==> src/rtl/dtack_gen_pkg.sv <==
`default_nettype none
// ============================================================================
// Module   : dtack_gen_pkg
// Brief    : Shared state encoding and default slot timing for dtack_gen.
// Revision : 1.0
// ============================================================================
package dtack_gen_pkg;

    // Responder state encoding
    localparam logic [1:0] c_ST_IDLE    = 2'd0;
    localparam logic [1:0] c_ST_COUNT   = 2'd1;
    localparam logic [1:0] c_ST_EXTWAIT = 2'd2;
    localparam logic [1:0] c_ST_ACK     = 2'd3;

    // Default board map: slot0=0, slot1=2, slot2=5, slot3=1 wait states
    localparam int         c_DEF_NSLOTS         = 4;
    localparam int         c_DEF_WS_WIDTH       = 4;
    localparam logic [15:0] c_DEF_WAIT_STATES   = {4'd1, 4'd5, 4'd2, 4'd0};
    localparam logic [3:0] c_DEF_EXT_READY_MASK = 4'b1000;

    // Width of a slot index; a single-slot build still needs one bit
    function automatic int idx_width(input int n);
        return (n > 1) ? $clog2(n) : 1;
    endfunction

endpackage
`default_nettype wire

==> src/rtl/dtack_gen_slot_prio_enc.sv <==
`default_nettype none
// ============================================================================
// Module   : slot_prio_enc
// Brief    : Lowest-index-wins priority encoder for the chip-select vector.
// Revision : 1.0
// ============================================================================
module slot_prio_enc #(
    parameter int NSLOTS = 4,
    parameter int IDX_W  = 2
) (
    input  logic [NSLOTS-1:0] sel,
    output logic [IDX_W-1:0]  index,
    output logic              any
);

    // Scan downwards so the lowest set bit is the last to write the index
    always_comb begin
        index = '0;
        for (int i = NSLOTS - 1; i >= 0; i--) begin
            if (sel[i]) begin
                index = IDX_W'(i);
            end
        end
    end

    assign any = |sel;

endmodule
`default_nettype wire

==> src/rtl/dtack_gen.sv <==
`default_nettype none
// ============================================================================
// Module   : dtack_gen
// Brief    : 68000 responder DTACK generator with per-slot wait states and
//            optional external-ready handshake.
// Revision : 1.0
// ============================================================================
module dtack_gen
    import dtack_gen_pkg::*;
#(
    parameter int                         NSLOTS         = c_DEF_NSLOTS,
    parameter int                         WS_WIDTH       = c_DEF_WS_WIDTH,
    parameter logic [NSLOTS*WS_WIDTH-1:0] WAIT_STATES    = c_DEF_WAIT_STATES,
    parameter logic [NSLOTS-1:0]          EXT_READY_MASK = c_DEF_EXT_READY_MASK,
    localparam int                        IDX_W          = idx_width(NSLOTS)
) (
    input  logic              clk,
    input  logic              reset,
    input  logic              as_active,
    input  logic [NSLOTS-1:0] sel,
    input  logic [NSLOTS-1:0] ext_ready,
    output logic              dtack,
    output logic              busy,
    output logic [IDX_W-1:0]  active_slot
);

    logic [1:0]          r_state;
    logic [WS_WIDTH-1:0] r_count;
    logic [IDX_W-1:0]    r_slot;
    logic                r_dtack;
    logic                r_busy;

    logic [1:0]          w_state_nxt;
    logic [WS_WIDTH-1:0] w_count_nxt;
    logic [IDX_W-1:0]    w_slot_nxt;

    logic                w_any;
    logic [IDX_W-1:0]    w_idx;
    logic [WS_WIDTH-1:0] w_ws_tbl [NSLOTS];
    logic [WS_WIDTH-1:0] w_ws_new;
    logic                w_mask_new;
    logic                w_mask_cur;
    logic                w_ready_cur;

    slot_prio_enc #(
        .NSLOTS (NSLOTS),
        .IDX_W  (IDX_W)
    ) u_prio (
        .sel   (sel),
        .index (w_idx),
        .any   (w_any)
    );

    generate
        for (genvar g = 0; g < NSLOTS; g++) begin : g_ws
            assign w_ws_tbl[g] = WAIT_STATES[g*WS_WIDTH +: WS_WIDTH];
        end
    endgenerate

    assign w_ws_new    = w_ws_tbl[w_idx];
    assign w_mask_new  = EXT_READY_MASK[w_idx];
    assign w_mask_cur  = EXT_READY_MASK[r_slot];
    assign w_ready_cur = ext_ready[r_slot];

    // A dropped strobe outside IDLE always wins, so an aborted cycle never acks
    always_comb begin
        w_state_nxt = r_state;
        w_count_nxt = r_count;
        w_slot_nxt  = r_slot;
        case (r_state)
            c_ST_IDLE: begin
                if (as_active && w_any) begin
                    w_slot_nxt  = w_idx;
                    w_count_nxt = w_ws_new;
                    if (w_ws_new != '0) begin
                        w_state_nxt = c_ST_COUNT;
                    end else if (w_mask_new) begin
                        w_state_nxt = c_ST_EXTWAIT;
                    end else begin
                        w_state_nxt = c_ST_ACK;
                    end
                end
            end
            c_ST_COUNT: begin
                if (!as_active) begin
                    w_state_nxt = c_ST_IDLE;
                    w_count_nxt = '0;
                    w_slot_nxt  = '0;
                end else begin
                    w_count_nxt = r_count - WS_WIDTH'(1);
                    if (r_count == WS_WIDTH'(1)) begin
                        w_state_nxt = w_mask_cur ? c_ST_EXTWAIT : c_ST_ACK;
                    end
                end
            end
            c_ST_EXTWAIT: begin
                if (!as_active) begin
                    w_state_nxt = c_ST_IDLE;
                    w_slot_nxt  = '0;
                end else if (w_ready_cur) begin
                    w_state_nxt = c_ST_ACK;
                end
            end
            c_ST_ACK: begin
                if (!as_active) begin
                    w_state_nxt = c_ST_IDLE;
                    w_slot_nxt  = '0;
                end
            end
            default: begin
                w_state_nxt = c_ST_IDLE;
                w_count_nxt = '0;
                w_slot_nxt  = '0;
            end
        endcase
    end

    // Outputs are registered from the next state so dtack/busy are glitch-free
    always_ff @(posedge clk or posedge reset) begin
        if (reset) begin
            r_state <= c_ST_IDLE;
            r_count <= '0;
            r_slot  <= '0;
            r_dtack <= 1'b0;
            r_busy  <= 1'b0;
        end else begin
            r_state <= w_state_nxt;
            r_count <= w_count_nxt;
            r_slot  <= w_slot_nxt;
            r_dtack <= (w_state_nxt == c_ST_ACK);
            r_busy  <= (w_state_nxt != c_ST_IDLE);
        end
    end

    assign dtack       = r_dtack;
    assign busy        = r_busy;
    assign active_slot = r_slot;

endmodule
`default_nettype wire

==> config.mk <==
export PLATFORM = sky130hd
export DESIGN_NAME = dtack_gen
export DESIGN_NICKNAME = d
export VERILOG_FILES = /design/src/rtl/dtack_gen_pkg.sv /design/src/rtl/dtack_gen_slot_prio_enc.sv /design/src/rtl/dtack_gen.sv
export SDC_FILE = /design/constraint.sdc
export NUM_CORES = 1
export LEC_CHECK = 0
export ABC_CLOCK_PERIOD_IN_PS = 1800
export CORE_ASPECT_RATIO = 1.1
export CORE_UTILIZATION = 40
export CTS_BUF_LIST = sky130_fd_sc_hd__clkbuf_16
export CTS_CLUSTER_DIAMETER = 30
export DETAILED_ROUTE_END_ITERATION = 12
export HOLD_SLACK_MARGIN = 0.05
export PLACE_DENSITY_LB_ADDON = 0.05
export REMOVE_ABC_BUFFERS = 1
export SYNTH_ARGS = -nofsm -noshare
export SYNTH_HDL_FRONTEND = slang
export SYNTH_SLANG_ARGS = --single-unit
==> constraint.sdc <==
create_clock -name clk -period 1.8 [get_ports clk]
set_clock_uncertainty 0.05 [all_clocks]
set_input_delay 0.45 -clock clk [delete_from_list [all_inputs] [get_ports clk]]
set_output_delay 0.45 -clock clk [all_outputs]
set_load 0.005 [all_outputs]
-- After elaboration in Yosys (flattened, before gate mapping)
Cells that the tools add are included.
W data, S select, Z words.
- register bits after elaboration: 10
- bits in latches: 0
- bits in writable memories: 0
- ROM bits: 0
- bits of input ports: 11
- output and inout bits: 4
- logic and storage cells: 55
- memories kept: 0
- $add $sub $neg: 1
- multipliers: 0
- div/mod/pow operators: 0
- magnitude comparators: 3
- eq/ne operators: 7
- shifts and indexed selects: 0
- mux-type cells: 29
- bitwise logic cells: 1
- reductions and logical operators: 9
- operators with widths (operator ; count):
    $mux W2 ; 13
    $mux W4 ; 4
    $bmux W4 S2 ; 1
    $pmux W2 S4 ; 1
    $pmux W4 S2 ; 1
    $bmux W1 S2 ; 3
    $eq A2 B2 Y1 const B ; 3
    $lt A2 B3 Y1 const B ; 2
    $mux W1 ; 5
    $eq A4 B1 Y1 const B ; 1
    $ne A2 B2 Y1 const B ; 2
    $pmux W2 S2 ; 1
    $reduce_and A2 Y1 ; 2
    $reduce_bool A2 Y1 ; 2
    $reduce_bool A4 Y1 ; 1
    $reduce_or A4 Y1 ; 1
    $sub A4 B1 Y4 const B ; 1
    $ge A3 B3 Y1 const B ; 1
    $not A2 Y3 ; 1
    $reduce_or A3 Y1 ; 1
    $eq A2 B1 Y1 const B ; 1
    $logic_not A2 Y1 ; 1
    $logic_and A1 B1 Y1 ; 1

-- Logic depth before layout (Yosys ltp)
- depth in word-level cells: 13
- depth in mapped cells: 6
- gate-level depth less buffers: 6

-- Hierarchy
Synthesis repeated with hierarchy kept, for this count alone.
- cells, all modules: 74
- area, all modules: 675.6 um^2
- modules (own cells, without submodules) (module ; instances ; cells an instance ; area an instance (um^2) ; sequential area each (um^2)):
    dtack_gen ; 1 ; 67 ; 640.6 ; 250.2
    slot_prio_enc ; 1 ; 7 ; 35.0 ; 0.0

-- Least setup slack after synthesis
Ideal clock, no wire load.
- kind: flip-flop to flip-flop
- start: reg r_slot[0] (netlist: active_slot[0])
- end: reg r_busy (netlist: busy)
- arrival time: 1.401 ns
- path slack: 0.220 ns
- stages on the path, launching flop included: 5
- path through: dfrtp_1 -> mux4_2 -> or3_1 -> o2111ai_2 -> o21ai_2
- word-level cells in the longest chain between the ends: 7
- elaborated cells between the ends (all ways): 11
- those cells by class: mux (10); reduce/logical (1)
- RTL lines (element ; RTL line ; text):
    start: declaration ; dtack_gen.sv:29 ; logic [IDX_W-1:0] r_slot;
    start signal: assignment ; dtack_gen.sv:129 ; r_slot <= w_slot_nxt;
    $bmux W1 S2 ; dtack_gen.sv:62 ; assign w_mask_cur = EXT_READY_MASK[r_slot];
    $mux W1 (implied by the code) ; dtack_gen.sv:62 ;
    $mux W1 ; dtack_gen.sv:92 ; w_state_nxt = w_mask_cur ? c_ST_EXTWAIT : c_ST_ACK;
    $mux W2 ; dtack_gen.sv:91 ; if (r_count == WS_WIDTH'(1)) begin
    $mux W2 ; dtack_gen.sv:85 ; if (!as_active) begin
    $pmux W2 S4 (*) ; dtack_gen.sv:70 ; case (r_state)
    $reduce_bool A2 Y1 (*) ; dtack_gen.sv:131 ; r_busy <= (w_state_nxt != c_ST_IDLE);
    end signal: assignment ; dtack_gen.sv:131 ;
    end: declaration ; dtack_gen.sv:31 ; logic r_busy;
Mark *: on every way between the ends. The rest lies on a longest branch, timed or not. The select of a mux whose other input is x is not followed.
A chain may end at the register's enable or synchronous reset.

-- Worst setup path after layout
- start: in sel[2]
- end: reg r_count[2]
- word-level cells in the longest chain between the ends: 9
- elaborated cells between the ends (all ways): 13
- those cells by class: eq/ne (1); mux (8); bitwise (1); reduce/logical (3)
- RTL lines (element ; RTL line ; text):
    start: declaration ; dtack_gen.sv:20 ; input logic [NSLOTS-1:0] sel,
    $mux W2 (3 in a row) ; dtack_gen_slot_prio_enc.sv:20 ; if (sel[i]) begin
    $not A2 Y3 (implied by the code) ; dtack_gen.sv:60 ; assign w_ws_new = w_ws_tbl[w_idx];
    $bmux W4 S2 ; dtack_gen.sv:60 ;
    $mux W4 (implied by the code) (2 in a row) ; dtack_gen.sv:60 ;
    $mux W4 ; dtack_gen.sv:72 ; if (as_active && w_any) begin
    $pmux W4 S2 ; dtack_gen.sv:70 ;
    end signal: assignment ; dtack_gen.sv:128 ; r_count <= w_count_nxt;
    end: declaration ; dtack_gen.sv:28 ; logic [WS_WIDTH-1:0] r_count;
Parallel ways exist; a longest one is shown, timed or not. The select of a mux whose other input is x is not followed.

==> flow_summary.json <==
{
  "status": "finished clean",
  "drive_above_1_share_pct": 20.21,
  "clk_latency_ps": 230,
  "ant_nets": 0,
  "grt_util_met3_pct": 4.615,
  "syn_avg_cell_area_um2": 9.030,
  "drt-total-wl_mm": 1.498,
  "placementRows": 14,
  "portBuffers": 14,
  "hold_buffers": 0,
  "min_path_cells": 1,
  "fin_setup_tns_ps": 0,
  "grt_pass1_wl_mm": 2.470,
  "timing.rr.start": "active_slot[0]",
  "cts.clk_slew.worst_paths_ps": 40,
  "critPathArrivalTime_ps": 1760,
  "grt_max_degree": 11,
  "grt-busiest-layer": "met2",
  "diodes": 0,
  "synth_common_cells": "dfrtp_1, inv_1, nor2_1, o21ai_0",
  "worstMarginPinSlew_ps": 395.5,
  "yosys-top-cells-area": "dfrtp_1, inv_1, ha_1",
  "drv_slew": 0,
  "crit_buf_inv": 1,
  "path_cells": "clkdlybuf4s50_1 > o41ai_1 > a21oi_1 > o21ai_0 > a22o_1",
  "dp_cells": 106,
  "clock_sinks": 10,
  "ys_seq_area_share_pct": 40.16,
  "grt_util_all_layers_pct": 20.94,
  "reg2reg_depth": 4,
  "ys_seq_elements": 10,
  "core_area_um2": 1401,
  "use_met1_pct": 26.25,
  "hold_start": "r_count[3]",
  "grtUsageMet2_pct": 34.10,
  "critPathMaxStageDelay_ps": 480,
  "yosysTopAreaCell": "dfrtp_1",
  "crit_required_ps": 1870,
  "root_buffer": "clkbuf_16",
  "final_cells": 110,
  "synth_top_area_share_pct": 40.16,
  "routed-via-count": 594,
  "post_drt_wl_per_cell_um": 13.62,
  "hold_viol": 0,
  "path_delay_family": "compound AO/OA/AOI/OAI gates",
  "place_congestion": 0.7780,
  "hold_end": "r_count[3]",
  "dp_hpwl_mm": 1.059,
  "cpMaxStageDelayCell": "clkdlybuf4s50_1",
  "timing.hold.ws_ps": 420.1,
  "power_density_nw_per_um2": 952.6,
  "drv_cap": 0,
  "final_core_util_pct": 67.77,
  "slew_headroom_pct": 73.61,
  "yosysWarnings": 0,
  "syn_to_final_growth_pct": 52.41,
  "start_util_pct": 44.46,
  "min_period_ps": 1690,
  "grt_overflow": 0,
  "yosysUniqueCellTypes": 31,
  "die-area_um2": 1720,
  "synth_edf_count": 0,
  "synthArstFlopShare_pct": 100.0,
  "cp_max_fo": 5,
  "grt_pass1_vias": 580,
  "ir_drop_mv": 0.5475,
  "synth.most_common_cell": "dfrtp_1",
  "synth.cell_area_um2": 623.1,
  "io_pins": 15,
  "fin_crit_sh_pct": 93.90,
  "leakage_nw": 0.4438,
  "nNetsFinal": 108,
  "cts_setup_buffers": 0,
  "drt-initial-drc-count": 30,
  "ff2ff_setup_slack_ps": 110,
  "fmax_ghz": 0.5917,
  "start_kind": "input pin",
  "die_w_um": 39.63,
  "crit_path_end_kind": "flop",
  "netlist_instances": 69,
  "rsz0062_at_grt": "false",
  "clock_path_buffers": 2,
  "firstDrtPassIters": 4,
  "nFillCells": 117,
  "vias_per_cell": 5.400,
  "worstHoldPathType": "reg2reg",
  "setup_viol": 0,
  "r2r_end": "busy",
  "antenna_found_initial": 0,
  "htree_num_levels": 1,
  "die_h_um": 43.40,
  "tritoncts": "done",
  "drc": 0,
  "worstSetupPathType": "in2reg",
  "numCtsBuffers": 3,
  "ys.flop_type": "dfrtp_1"
}
==> timing repair <==
| action | in CTS | in global routing |
|---|---|---|
| endpoints found under the setup margin | 0 | 3 |
| endpoints found under the hold margin | 0 | 0 |
| gates resized for setup | 0 | 7 |
==> cell usage in the layout (no fill, tap or decap), types with 2 or more instances in the layout <==
| cell | netlist | final |
|---|---|---|
| nor2b_1 | 2 | 2 |
| or2_2 | 2 | 2 |
| clkdlybuf4s50_1 | 0 | 10 |
| buf_4 | 0 | 9 |
| o21ai_0 | 5 | 5 |
| dlymetal6s2s_1 | 0 | 4 |
| o311ai_0 | 2 | 2 |
| nand2b_1 | 3 | 3 |
| clkbuf_16 | 0 | 3 |
| dfrtp_1 | 10 | 10 |
| nand4_1 | 2 | 2 |
| inv_1 | 8 | 8 |
| ha_1 | 2 | 2 |
| a21oi_1 | 4 | 4 |
| nand2_1 | 4 | 4 |
| nor2_1 | 5 | 4 |
==> sequential cells by signal (all words and copies together), names as in the netlist <==
register / cells
dtack: 1
active_slot: 2
r_count: 4
busy: 1
r_state: 2
==> worst max path at each step <==
stage,start,end,slack (ps),depth (start not counted)
after floorplan,active_slot[0],busy,220,4
after global placement,ext_ready[3],busy,-180,5
after detailed placement,ext_ready[3],busy,-210,5
after CTS,ext_ready[3],busy,30,5
after global routing,sel[2],r_count[2],20,5
final,sel[2],r_count[2],110,5
==> final cells by class <==
type | count | area [µm²] | share of cell area, %
clock inverters | 1 | 3.754 | 0.3953
flip-flops and latches | 10 | 250.2 | 26.35
well taps | 16 | 20.02 | 2.108
inverters | 8 | 30.03 | 3.162
clock buffers | 3 | 75.07 | 7.905
multi-input cells | 49 | 352.8 | 37.15
repair buffers | 23 | 217.7 | 22.92
==> cells by family (layout without fill, tap and decap cells) <==
kind of cell | count (synthesis) | after routing | share of synthesized area [%]
AND/OR/NAND/NOR | 24 | 24 | 20.68
AO/OA/AOI/OAI | 21 | 21 | 23.70
flip-flops | 10 | 10 | 40.16
buffers and inverters | 10 | 35 | 6.224
adder cells (fa/ha/maj) | 2 | 2 | 4.015
multiplexers | 2 | 2 | 5.221
==> through the flow <==
stage	setup slack [ps]	total power, mW	area, µm²
5_1_grt	20.41	0.9561	949.7
3_3_place_gp	-183.2	0.5070	842.1
3_5_place_dp	-207.8	0.5067	842.1
4_1_cts	29.54	0.9079	920.9
6_report	109.8	0.9046	949.7
2_1_floorplan	219.9	0.4109	614.3
==> power by group <==
part / internal [mW] / switching, mW
logic: 0.114 / 0.0966
clock network: 0.291 / 0.0995
registers: 0.264 / 0.0398
==> layer usage <==
layer,part of all wire [%],vias up
met3,3.4,2
met2,51,12
met4,0.60,0
li1,-,306
met1,45,274
met5,0,-
Power figures use the tool's default switching activity.
